[config.mk]
export PLATFORM = sky130hd
export DESIGN_NAME = operand_loader
export DESIGN_NICKNAME = d
export VERILOG_FILES = /design/src/rtl/operand_loader_pkg.sv /design/src/rtl/operand_loader_byte_timeout_counter.sv /design/src/rtl/operand_loader.sv
export SDC_FILE = /design/constraint.sdc
export NUM_CORES = 1
export LEC_CHECK = 0
export ABC_AREA = 1
export BUFFER_PORTS_ARGS = -buffer_cell sky130_fd_sc_hd__buf_2
export CAP_MARGIN = 0
export CORE_MARGIN = 2
export CORE_UTILIZATION = 48
export CTS_CLUSTER_SIZE = 30
export DETAILED_ROUTE_END_ITERATION = 12
export PLACE_DENSITY = 0.82
export SLEW_MARGIN = 20
export SYNTH_ARGS = -nofsm -noshare
export SYNTH_HDL_FRONTEND = slang
export SYNTH_HIERARCHICAL = 1
export SYNTH_SLANG_ARGS = --single-unit
[constraint.sdc]
create_clock -name clk -period 1.78 [get_ports clk]
set_clock_uncertainty 0.15 [all_clocks]
set_input_delay 0.178 -clock clk [delete_from_list [all_inputs] [get_ports clk]]
set_output_delay 0.178 -clock clk [all_outputs]
set_load 0.01 [all_outputs]
[src/rtl/operand_loader_pkg.sv]
// Shared settings for the operand loader front-end: operand sizes, framing
// defaults and the loader state encoding.
package operand_loader_pkg;

  localparam int BYTE_W  = 8;
  localparam int SIZE_A  = 8;
  localparam int SIZE_B  = 8;
  localparam int SIZE_C  = 16;
  localparam int C_BYTES = SIZE_C / BYTE_W;

  localparam logic [BYTE_W-1:0] DEFAULT_HEADER  = 8'hA5;
  localparam int                DEFAULT_TIMEOUT = 64;

  typedef enum logic [2:0] {
    IDLE   = 3'd0,
    GET_A  = 3'd1,
    GET_B  = 3'd2,
    GET_C0 = 3'd3,
    GET_C1 = 3'd4,
    OUT    = 3'd5
  } loader_state_t;

endpackage

[src/rtl/operand_loader_byte_timeout_counter.sv]
// Inter-byte idle counter for serial front-ends; expire flags the last
// idle cycle allowed before the owner must abort.
module byte_timeout_counter #(
  parameter int TIMEOUT = 64
) (
  input  logic clk,
  input  logic reset_n,
  input  logic clear,
  input  logic enable,
  output logic expire
);

  localparam int CNT_W = (TIMEOUT > 2) ? $clog2(TIMEOUT) : 1;
  localparam logic [CNT_W-1:0] LAST = CNT_W'(TIMEOUT - 1);

  logic [CNT_W-1:0] count_r;

  // idle counter; saturates at LAST until the owner clears it
  always_ff @(posedge clk or negedge reset_n) begin
    if (!reset_n) begin
      count_r <= '0;
    end else if (clear) begin
      count_r <= '0;
    end else if (enable && (count_r != LAST)) begin
      count_r <= count_r + CNT_W'(1);
    end else begin
      count_r <= count_r;
    end
  end

  assign expire = (count_r == LAST);

endmodule

[src/rtl/operand_loader.sv]
// Serial byte stream to parallel {A, B, C} frame loader with header detect,
// inter-byte timeout and a valid/ready output handshake.
module operand_loader
  import operand_loader_pkg::*;
#(
  parameter logic [BYTE_W-1:0] HEADER      = DEFAULT_HEADER,
  parameter int                TIMEOUT     = DEFAULT_TIMEOUT,
  parameter int                FRAME_CNT_W = 16
) (
  input  logic                   clk,
  input  logic                   reset_n,
  input  logic [BYTE_W-1:0]      in_data,
  input  logic                   in_valid,
  output logic                   in_ready,
  output logic [SIZE_A-1:0]      out_a,
  output logic [SIZE_B-1:0]      out_b,
  output logic [SIZE_C-1:0]      out_c,
  output logic                   out_valid,
  input  logic                   out_ready,
  output logic                   err_timeout,
  output logic [FRAME_CNT_W-1:0] frame_cnt
);

  loader_state_t state_r, state_next_s;

  logic                   in_ready_r, out_valid_r, err_timeout_r;
  logic [SIZE_A-1:0]      a_hold_r, out_a_r;
  logic [SIZE_B-1:0]      b_hold_r, out_b_r;
  logic [BYTE_W-1:0]      c_lo_hold_r;
  logic [SIZE_C-1:0]      out_c_r;
  logic [FRAME_CNT_W-1:0] frame_cnt_r;

  logic accept_s, active_s, expire_s, timeout_s, handshake_s;

  assign accept_s    = in_valid && in_ready_r;
  assign handshake_s = out_valid_r && out_ready;
  assign active_s    = (state_r == GET_A) || (state_r == GET_B) ||
                       (state_r == GET_C0) || (state_r == GET_C1);
  // an accepted byte in the expiry cycle takes priority over the abort
  assign timeout_s   = active_s && expire_s && !accept_s;

  byte_timeout_counter #(
    .TIMEOUT (TIMEOUT)
  ) u_timeout (
    .clk     (clk),
    .reset_n (reset_n),
    .clear   (accept_s || !active_s),
    .enable  (active_s),
    .expire  (expire_s)
  );

  // state register
  always_ff @(posedge clk or negedge reset_n) begin
    if (!reset_n) begin
      state_r <= IDLE;
    end else begin
      state_r <= state_next_s;
    end
  end

  // next-state decode
  always_comb begin
    state_next_s = state_r;
    case (state_r)
      IDLE: begin
        if (accept_s && (in_data == HEADER)) state_next_s = GET_A;
        else                                 state_next_s = IDLE;
      end
      GET_A: begin
        if (accept_s)       state_next_s = GET_B;
        else if (timeout_s) state_next_s = IDLE;
        else                state_next_s = GET_A;
      end
      GET_B: begin
        if (accept_s)       state_next_s = GET_C0;
        else if (timeout_s) state_next_s = IDLE;
        else                state_next_s = GET_B;
      end
      GET_C0: begin
        if (accept_s)       state_next_s = GET_C1;
        else if (timeout_s) state_next_s = IDLE;
        else                state_next_s = GET_C0;
      end
      GET_C1: begin
        if (accept_s)       state_next_s = OUT;
        else if (timeout_s) state_next_s = IDLE;
        else                state_next_s = GET_C1;
      end
      OUT: begin
        if (handshake_s) state_next_s = IDLE;
        else             state_next_s = OUT;
      end
      default: state_next_s = IDLE;
    endcase
  end

  // assembly registers keep a partial frame away from the outputs
  always_ff @(posedge clk or negedge reset_n) begin
    if (!reset_n) begin
      a_hold_r    <= '0;
      b_hold_r    <= '0;
      c_lo_hold_r <= '0;
    end else begin
      if (accept_s && (state_r == GET_A))  a_hold_r    <= in_data;
      if (accept_s && (state_r == GET_B))  b_hold_r    <= in_data;
      if (accept_s && (state_r == GET_C0)) c_lo_hold_r <= in_data;
    end
  end

  // output frame, handshake flags and delivered-frame counter
  always_ff @(posedge clk or negedge reset_n) begin
    if (!reset_n) begin
      out_a_r       <= '0;
      out_b_r       <= '0;
      out_c_r       <= '0;
      out_valid_r   <= 1'b0;
      in_ready_r    <= 1'b0;
      err_timeout_r <= 1'b0;
      frame_cnt_r   <= '0;
    end else begin
      if (accept_s && (state_r == GET_C1)) begin
        out_a_r <= a_hold_r;
        out_b_r <= b_hold_r;
        out_c_r <= {in_data, c_lo_hold_r};
      end
      out_valid_r   <= (state_next_s == OUT);
      in_ready_r    <= (state_next_s != OUT);
      err_timeout_r <= timeout_s;
      if (handshake_s) frame_cnt_r <= frame_cnt_r + FRAME_CNT_W'(1);
    end
  end

  assign in_ready    = in_ready_r;
  assign out_valid   = out_valid_r;
  assign out_a       = out_a_r;
  assign out_b       = out_b_r;
  assign out_c       = out_c_r;
  assign err_timeout = err_timeout_r;
  assign frame_cnt   = frame_cnt_r;

endmodule

==> results.tsv, run 1 <==
metric	value	unit
critPathLaunchType	flip-flop	
hold_viol	0	
vias	2820	
root_buffer	clkbuf_8	
p_leak	2.454	nW
syn_avg_cell_area	9.903	um2
worst_setup_path_end_kind	flip-flop	
area_growth	20.03	%
fin_crit	1.626	ns
syn_inst	376	
ys_ff_latch	84	
drcViolationCount	0	
io_buffers	62	
post-route-period-util	91.34	%
finalMaxSlewViolations	0	
rows	32	
regArea	2102	um2
max_slew_margin	63.22	%
wl_per_cell	13.72	um
dieHeight	92.08	um
avgViaCountPerCell	5.036	
rsz0062_at_grt	no	
post-place-ws	0.1320	ns
power_density	1442	nW/um2
fin_tns_setup	0	ns
clkTransAtPathRegs	0.10	ns
n_fill_cell	649	
synth_top_area_share	56.45	%
syn_nets	390	
arrival	1.72	ns
final_cell_area	4469	um2
hold_path_class	in2reg	
grt_max_degree	43	
cp_max_fo	24	
core_area	7607	um2
crit_type	reg2reg	
die-area	8478	um2
status	completed	
p_total	0.006443	W
clkLatencyLatePin	0.36	ns
max-cap-violations	0	
drtIter0Drc	120	
synthesis.area	3724	um2
hpwl	5.501	mm
grt_pass1_wl	12.81	mm
setup_viol	0	
tightest_slew	0.5517	ns
multiInputGateArea	1438	um2
rr_worst_depth	5	
io_pins	63	
drive_gt1_share	28.17	%
yosysSeqAreaShare	56.45	%
antennaDiodeCount	0	
setup_ws	0.1541	ns
ys_warn_count	6	
groute.usage.overall	19.18	%
whs_path_depth	3	
ys_top_cells_by_area	dfrtp_1, nand2_1, mux2_4, inv_1, o21ai_0	
grt_overflow_total	0	
synth_area_leader_cell	dfrtp_1	
tritoncts	yes	
cts_buffer_depth	2	
dpl_cell_area	4215	um2
gp_congestion	0.8867	
ir_drop	0.6766	mV
crit_required	1.87	ns
finalWirelength	7.683	mm
drt_first_pass_iters	4	
dieWidth	92.08	um
antenna_found_initial	0	
grt_pass1_vias	2748	
initial_utilization	48.95	%
cts_inserted_buffers	9	
final_nets	467	
max_freq	615.1	MHz
synth.distinct_cells	27	
final_antenna_net_count	0	
finish.utilization	58.75	%
cts_sinks	84	
htree_levels	3	
-- worst paths after layout --
path / startpoint / end / slack, ns
worst max-delay path: in_ready / out_a[7] / 0.15
worst min-delay path: in_data[0] / c_lo_hold_r[0] / 0.002
worst max register to register: in_ready / out_a[7] / 0.15
worst min register to register: out_c[8] / out_c[8] / 0.34
max in group asynchronous: reset_n / out_a[7] / 0.72
min in group asynchronous: reset_n / frame_cnt[5] / 0.19
-- sequential cells by signal, summed over array words and instances, names as in the netlist, 3 cells and up --
signal / cells
c_lo_hold_r: 8
out_b: 8
frame_cnt: 16
u_timeout/count_r: 6
state_r: 3
out_a: 8
b_hold_r: 8
a_hold_r: 8
out_c: 16
-- critical path, stage by stage (launching register included) --
cell and delay [ns]:
dfrtp_1 0.35, nand2_1 0.12, inv_2 0.18, nand3_4 0.19
buf_12 0.22, mux2_4 0.30
-- Yosys cell counts --
cell type / count
o21ai_0: 22
buf_4: 2
nor3_1: 4
nand2_8: 1
mux2_2: 2
ha_1: 2
o21bai_1: 2
nand2_2: 5
buf_2: 2
dfrtp_1: 84
inv_1: 34
clkbuf_1: 1
buf_6: 2
xor2_1: 5
nand4_1: 7
inv_2: 4
mux2_4: 22
xnor2_1: 3
nor2_1: 28
nand3_4: 1
nand2_4: 2
nand4_2: 1
nor2_2: 3
o21ai_1: 17
nor2_4: 1
nand2_1: 103
nand3_1: 16
-- kinds of logic (layout without fill, tap and decap cells) --
| family | Yosys count | count (layout) | share of synthesized area (%) |
|---|---|---|---|
| compound gates | 41 | 41 | 5.645 |
| xor+xnor | 8 | 8 | 1.882 |
| fa+ha+maj | 2 | 2 | 0.6719 |
| buf+inv | 45 | 127 | 5.208 |
| flops | 84 | 84 | 56.45 |
| mux | 24 | 24 | 9.476 |
| simple gates | 172 | 172 | 20.67 |
-- per-stage QoR --
| step | instances | hold slack [ns] |
|---|---|---|
| after global routing | 560 | 0.01362 |
| after detailed placement | 540 | 0.06204 |
| after global placement | 540 | 0.05496 |
| after CTS | 559 | 0.005742 |
| after floorplan | 376 | -0.2676 |
| final | 560 | 0.002369 |
-- area by class of cell --
cell class	count	area share, %
clock buffers	9	2.772
clock inverters	7	1.848
inverters	38	3.191
multi-input cells	247	32.17
flip-flops and latches	84	47.03
well taps	102	2.856
repair buffers	73	10.13
-- layout by cell type (no fill, tap or decap), drive strengths merged --
cell	n
buf	70
bufinv	1
clkbuf	9
clkinv	2
clkinvlp	1
dfrtp	84
dlygate4sd3	3
ha	2
inv	41
mux2	24
nand2	111
nand3	17
nand4	8
nor2	32
nor3	4
o21ai	39
o21bai	2
xnor2	3
xor2	5
-- report_power, final --
group          internal [W]  switching, W  leakage, nW
logic              0.000972       0.00107         1.25
registers           0.00254      0.000418         1.10
clock network      0.000673      0.000762        0.104
total               0.00419       0.00225         2.45
-- routing by layer --
layer | part of all wire (%) | GRT usage (%) | vias up | wire, um
met5 | 0 | 0 | - | 0
met4 | 1.9 | 8.831 | 0 | 146
met3 | 3.6 | 3.533 | 15 | 274
met2 | 48 | 29.90 | 63 | 3711
met1 | 46 | 26.17 | 1383 | 3551
li1 | - | - | 1359 | -
-- what timing repair did --
action	CTS	global route
endpoints found under the hold margin	41	0
setup endpoints to repair	0	3
resized for setup	0	3
hold buffers	3	0
setup buffers	0	1
Power figures use the tool's default switching activity.
==> run 2: changes to the inputs <==
--- a/config.mk
+++ b/config.mk
@@ -13,6 +13,7 @@
 export CTS_CLUSTER_SIZE = 30
 export DETAILED_ROUTE_END_ITERATION = 12
 export PLACE_DENSITY = 0.82
+export REMOVE_ABC_BUFFERS = 1
 export SLEW_MARGIN = 20
 export SYNTH_ARGS = -nofsm -noshare
 export SYNTH_HDL_FRONTEND = slang
==> run 2 against run 1 <==
Power hardly changed. Utilization hardly changed. Critical path type unchanged. Sequential power hardly changed. Critical path depth stayed put. Hold slack better by 0.011 ns. Sequential share of layout area hardly changed. Final cell count stayed put. Clock power hardly changed.
==> results.tsv, run 2 (synthesis gave the netlist of run 1 again) <==
metric	value	unit	change
hold_viol	0		unchanged
grt_overflow_total	0		unchanged
gp_congestion	0.8259		was 0.8867
drt_first_pass_iters	6		was 4
rr_startpoint	in_ready		unchanged
worst_setup_path_end_kind	flip-flop		unchanged
pwr-share-seq	45.7	%	was 46.0%
crit_type	reg2reg		unchanged
multiInputGateArea	1441	um2	was 1438 um2
status	completed		unchanged
setup_viol	0		unchanged
root_buffer	clkbuf_8		unchanged
area_growth	20.09	%	was 20.03%
final_common_cell	nand2_1		unchanged
path_cells	nand2_1, inv_2, nand3_4, buf_12, mux2_4		unchanged
detailroute.wirelength.met3	308	um	was 274 um
finalWirelength	7.547	mm	was 7.683 mm
antennaDiodeCount	0		unchanged
clkPwrFrac	22.3	%	about the same
hpwl	5.326	mm	was 5.501 mm
clkTransAtPathRegs	0.08	ns	was 0.10 ns
finish.utilization	58.78	%	was 58.75%
io_pins	63		unchanged
wl_per_cell	13.48	um	was 13.72 um
post-route-period-util	94.10	%	was 91.34%
io_buffers	62		unchanged
core_area	7607	um2	unchanged
rr_worst_depth	5		unchanged
dieHeight	92.08	um	unchanged
min_to	c_lo_hold_r[4]		was c_lo_hold_r[0]
regArea	2102	um2	unchanged
die-area	8478	um2	unchanged
hold_path_class	in2reg		unchanged
swShare	33.27	%	was 34.98%
fin_tns_setup	0	ns	unchanged
drive_gt1_share	27.29	%	was 28.17%
max_slew_margin	70.43	%	was 63.22%
ir_drop	0.5111	mV	was 0.6766 mV
min_from	in_data[4]		was in_data[0]
final_antenna_net_count	0		unchanged
wl_met2	3.940	mm	was 3.711 mm
initial_utilization	48.95	%	unchanged
grt_pass1_wl	12.88	mm	was 12.81 mm
groute.usage.overall	19.25	%	was 19.18%
rsz0062_at_grt	no		unchanged
tightest_slew	0.4435	ns	was 0.5517 ns
critical-path-slowest-cell	dfrtp_1		unchanged
n_fill_cell	625		was 649
most-common-layout-cells	nand2_1, dfrtp_1, buf_2		unchanged
critPathLaunchType	flip-flop		unchanged
cp_max_fo	25		was 24
r2r-end	out_c[7]		was out_a[7]
p_sw	0.002145	W	was 0.002254 W
finalMaxSlewViolations	0		unchanged
max-cap-violations	0		unchanged
slowest_delay	0.35	ns	about the same
rows	32		unchanged
max_freq	597.0	MHz	was 615.1 MHz
htree_levels	3		unchanged
final_nets	468		was 467
dieWidth	92.08	um	unchanged
drcViolationCount	0		unchanged
p_int	0.004303	W	was 0.004189 W
crit_required	1.87	ns	about the same
wl_met1	3.196	mm	was 3.551 mm
arrival	1.76	ns	was 1.72 ns
top_layer	met4		unchanged
p_leak	2.452	nW	was 2.454 nW
cts_inserted_buffers	9		unchanged
antenna_found_initial	0		unchanged
avgViaCountPerCell	5.061		was 5.036
cts_buffer_depth	2		unchanged
p_comb_share	32.0	%	was 31.7%
clkLatencyLatePin	0.35	ns	was 0.36 ns
r2r_slack	0.10	ns	was 0.15 ns
drtIter0Drc	146		was 120
tritoncts	yes		unchanged
cts_sinks	84		unchanged
whs_path_depth	3		unchanged
vias	2834		was 2,820
power_density	1442	nW/um2	about the same
fin_crit	1.675	ns	was 1.626 ns
grt_max_degree	35		was 43
grt_pass1_vias	2731		was 2,748
run 2: cell types whose count changed in the layout (fill, tap and decap cells not counted), sizes merged:
cell | before | now
clkinvlp | 1 | 0
inv | 41 | 39
buf | 70 | 69
bufinv | 1 | 2
dlygate4sd3 | 3 | 5
clkinv | 2 | 1
clkbuf | 9 | 11
run 2: how the worst max path moves through the flow:
| stage | from | to | slack [ns] |
|---|---|---|---|
| CTS | in_ready | out_b[7] | 0.11 |
| floorplan | in_ready | out_a[0] | 0.05 |
| global route | frame_cnt[1] | frame_cnt[10] | 0.006 |
| finish | in_ready | out_c[7] | 0.10 |
| detailed placement | in_ready | out_b[7] | 0.13 |
| global placement | in_ready | out_c[0] | 0.17 |
run 2: power by group through the flow:
| stage | registers (W) | clock network (W) | logic (W) |
|---|---|---|---|
| 2_1_floorplan | 0.00307 | 0 | 0.00115 |
| 3_3_place_gp | 0.00294 | 0 | 0.00194 |
| 3_5_place_dp | 0.00297 | 0 | 0.00204 |
| 4_1_cts | 0.00294 | 0.00146 | 0.00206 |
| 5_1_grt | 0.00302 | 0.00155 | 0.00230 |
| 6_report | 0.00295 | 0.00144 | 0.00206 |
run 2: worst max-delay path: cells and delay by family, from the launching register on:
family | cells | cell delay, ns
muxes | 1 | 0.30
and+or+nand+nor | 2 | 0.33
buffers and inverters | 2 | 0.43
DFF | 1 | 0.35
run 2: area by class of cell:
class,instances,share of cell area [%]
flip-flops and latches,84,47.01
multi-input cells,247,32.23
repair buffers,74,10.13
inverters,38,3.190
clock buffers,11,2.938
well taps,102,2.854
clock inverters,4,1.651
run 2: timing repair:
item / CTS / global route
hold endpoints to repair: 52 / 0
resized for setup: 0 / 3
endpoints found under the setup margin: 0 / 5
hold buffers: 5 / 0
buffers inserted: 0 / 1
run 2: layer usage:
metal	vias up	GRT usage (%)
li1	1376	-
met1	1374	24.48
met2	74	32.48
met3	10	4.437
met4	0	6.716
met5	-	0
run 2: stage by stage:
stage / setup slack (ns) / power, W / instance area [um2] / hold WS [ns] / std cells
finish: 0.1050 / 0.006449 / 4472 / 0.01300 / 560
global route: 0.006333 / 0.006870 / 4472 / 0.01230 / 560
CTS: 0.1146 / 0.006466 / 4451 / 0.008354 / 559
detailed placement: 0.1263 / 0.005013 / 4195 / 0.008241 / 539
global placement: 0.1668 / 0.004883 / 4195 / 0.003349 / 539
floorplan: 0.04933 / 0.004223 / 3672 / -0.2676 / 369
==> run 3: changes to the inputs <==
--- a/config.mk
+++ b/config.mk
@@ -12,7 +12,7 @@
 export CORE_UTILIZATION = 48
 export CTS_CLUSTER_SIZE = 30
 export DETAILED_ROUTE_END_ITERATION = 12
-export PLACE_DENSITY = 0.82
+export PLACE_DENSITY = 0.79
 export REMOVE_ABC_BUFFERS = 1
 export SLEW_MARGIN = 20
 export SYNTH_ARGS = -nofsm -noshare
==> constraint.sdc (replaced) <==
create_clock -name clk -period 2.04 [get_ports clk]
set_clock_uncertainty 0.15 [all_clocks]
set_input_delay 0.204 -clock clk [delete_from_list [all_inputs] [get_ports clk]]
set_output_delay 0.204 -clock clk [all_outputs]
set_load 0.01 [all_outputs]
==> run 3 against run 2 <==
Utilization down 1.3 points. Critical path depth grew 3. First-iteration DRC count up 9.6%. Global-route usage is 0.69 points lower. Combinational power fell by 17%. Worst setup slack improved by 0.23 ns. Wire length down 3.9%. Via count fell by 3.1%. Sequential power is 13% lower. Non-clock buffer count shrank 5. Final cell count down 0.71%. Hold slack improved by 0.0046 ns. Critical path type unchanged.
==> results.tsv, run 3 (synthesis gave the netlist of run 1 again) <==
metric	value	unit	change
hpwl	5.124	mm	was 5.326 mm
wl_per_cell	13.05	um	was 13.48 um
multiInputGateArea	1428	um2	was 1441 um2
hold_viol	0		unchanged
antenna_found_initial	0		unchanged
critPathLaunchType	flip-flop		unchanged
io_pins	63		unchanged
antennaDiodeCount	0		unchanged
cts_buffer_depth	2		unchanged
htree_levels	3		unchanged
grt_overflow_total	0		unchanged
clkTransAtPathRegs	0.09	ns	was 0.08 ns
setup_ws	0.3350	ns	was 0.1050 ns
path_buf_inv	1		was 2
max_freq	586.5	MHz	was 597.0 MHz
tightest_slew	0.4698	ns	was 0.4435 ns
grt_max_degree	44		was 35
swShare	33.86	%	was 33.27%
core_area	7607	um2	unchanged
dieWidth	92.08	um	unchanged
power_density	1244	nW/um2	was 1442 nW/um2
drtIter0Drc	160		was 146
area_growth	17.51	%	was 20.09%
worst_setup_path_end_kind	flip-flop		unchanged
clkPwrFrac	21.3	%	was 22.3%
p_comb_share	31.5	%	was 32.0%
fin_crit	1.705	ns	was 1.675 ns
post-route-period-util	83.58	%	was 94.10%
slowest_delay	0.46	ns	was 0.35 ns
finalWirelength	7.254	mm	was 7.547 mm
most-common-layout-cells	nand2_1, dfrtp_1, buf_2		unchanged
ir_drop	0.6511	mV	was 0.5111 mV
regArea	2102	um2	unchanged
max-cap-violations	0		unchanged
finalMaxSlewViolations	0		unchanged
groute.usage.overall	18.56	%	was 19.25%
drt_first_pass_iters	4		was 6
cts_sinks	84		unchanged
crit_type	reg2reg		unchanged
rsz0062_at_grt	no		unchanged
cp_top_family	simple AND/OR/NAND/NOR gates		was buffers and inverters
setup_viol	0		unchanged
drcViolationCount	0		unchanged
post-place-ws	0.3281	ns	was 0.1263 ns
final_cell_area	4375	um2	was 4472 um2
p_sw	0.001843	W	was 0.002145 W
avgViaCountPerCell	4.941		was 5.061
io_buffers	62		unchanged
dieHeight	92.08	um	unchanged
final_nets	463		was 468
pwr-share-seq	47.2	%	was 45.7%
clkLatencyLatePin	0.35	ns	about the same
n_fill_cell	666		was 625
gp_congestion	0.8346		was 0.8259
final_common_cell	nand2_1		unchanged
hold_path_class	in2reg		unchanged
drive_gt1_share	27.09	%	was 27.29%
die-area	8478	um2	unchanged
p_leak	2.400	nW	was 2.452 nW
initial_utilization	48.95	%	unchanged
grt_pass1_wl	12.49	mm	was 12.88 mm
root_buffer	clkbuf_8		unchanged
post-cts-setup-buffers	0		unchanged
finish.utilization	57.52	%	was 58.78%
final_antenna_net_count	0		unchanged
max_slew_margin	68.61	%	was 70.43%
cpMostUsedCell	nand2_1		
dpl_cell_area	4163	um2	was 4195 um2
fin_tns_setup	0	ns	unchanged
cp_max_fo	8		was 25
cts_inserted_buffers	9		unchanged
critical-path-slowest-cell	dfrtp_1		unchanged
crit_required	2.13	ns	was 1.87 ns
path_cells	nor2_2, nand2_1, nand3_1, nand2_1, inv_1, nand2_4, nand2_1, nand2_1		was nand2_1, inv_2, nand3_4, buf_12, mux2_4
arrival	1.79	ns	was 1.76 ns
p_int	0.003601	W	was 0.004303 W
grt_pass1_vias	2683		was 2,731
status	completed		unchanged
vias	2747		was 2,834
rows	32		unchanged
tritoncts	yes		unchanged
==> run 3: timing repair <==
item / CTS / global route
hold buffers: 2 / 0
resized for setup: 0 / 0
hold endpoints to repair: 86 / 0
setup endpoints to repair: 0 / 0
==> run 3: layer usage <==
layer  up-vias  share of wire (%)  global-route usage, %
met2        49                 51                  29.78
met3        10                3.7                  4.108
met4         0                1.3                  7.711
li1       1358                  -                      -
met1      1330                 44                  24.51
met5         -                  0                      0
==> run 3: worst paths after layout <==
| kind | start | end | slack [ns] | cells after the start |
|---|---|---|---|---|
| max | state_r[0] | u_timeout/count_r[2] | 0.33 | 8 |
| min | in_data[0] | b_hold_r[0] | 0.02 | 3 |
| max reg2reg | state_r[0] | u_timeout/count_r[2] | 0.33 | 8 |
| min reg2reg | out_c[15] | out_c[15] | 0.34 | 2 |
| max in group asynchronous | reset_n | frame_cnt[3] | 1.01 | 3 |
| min in group asynchronous | reset_n | a_hold_r[3] | 0.14 | 2 |
==> run 3: worst register-to-register path: cells and delay by family, from the launching register on <==
family                 cells  cell delay, ns
buffers and inverters      1            0.26
flip-flops                 1            0.46
AND/OR/NAND/NOR            7            0.73
==> run 3: stage by stage <==
| step | total power (W) | cells | hold slack [ns] |
|---|---|---|---|
| 2_1_floorplan | 0.003685 | 369 | -0.2416 |
| 3_3_place_gp | 0.004241 | 538 | -0.04381 |
| 3_5_place_dp | 0.004329 | 538 | -0.04355 |
| 4_1_cts | 0.005497 | 556 | 0.006063 |
| 5_1_grt | 0.005822 | 556 | 0.01453 |
| 6_report | 0.005444 | 556 | 0.01758 |
==> run 3: final cells by class <==
type,instances,area share [%]
tap,102,2.917
clock buffer,11,3.003
sequential,84,48.04
timing repair buffer,69,8.750
multi-input combinational,247,32.63
clock inverter,5,1.401
inverter,38,3.260
==> run 3: power by group through the flow <==
stage               combinational [W]  clock [W]  sequential, W
floorplan                     0.00101          0        0.00268
global placement              0.00167          0        0.00257
detailed placement            0.00174          0        0.00259
CTS                           0.00174    0.00118        0.00257
global route                  0.00192    0.00126        0.00265
finish                        0.00171    0.00116        0.00257
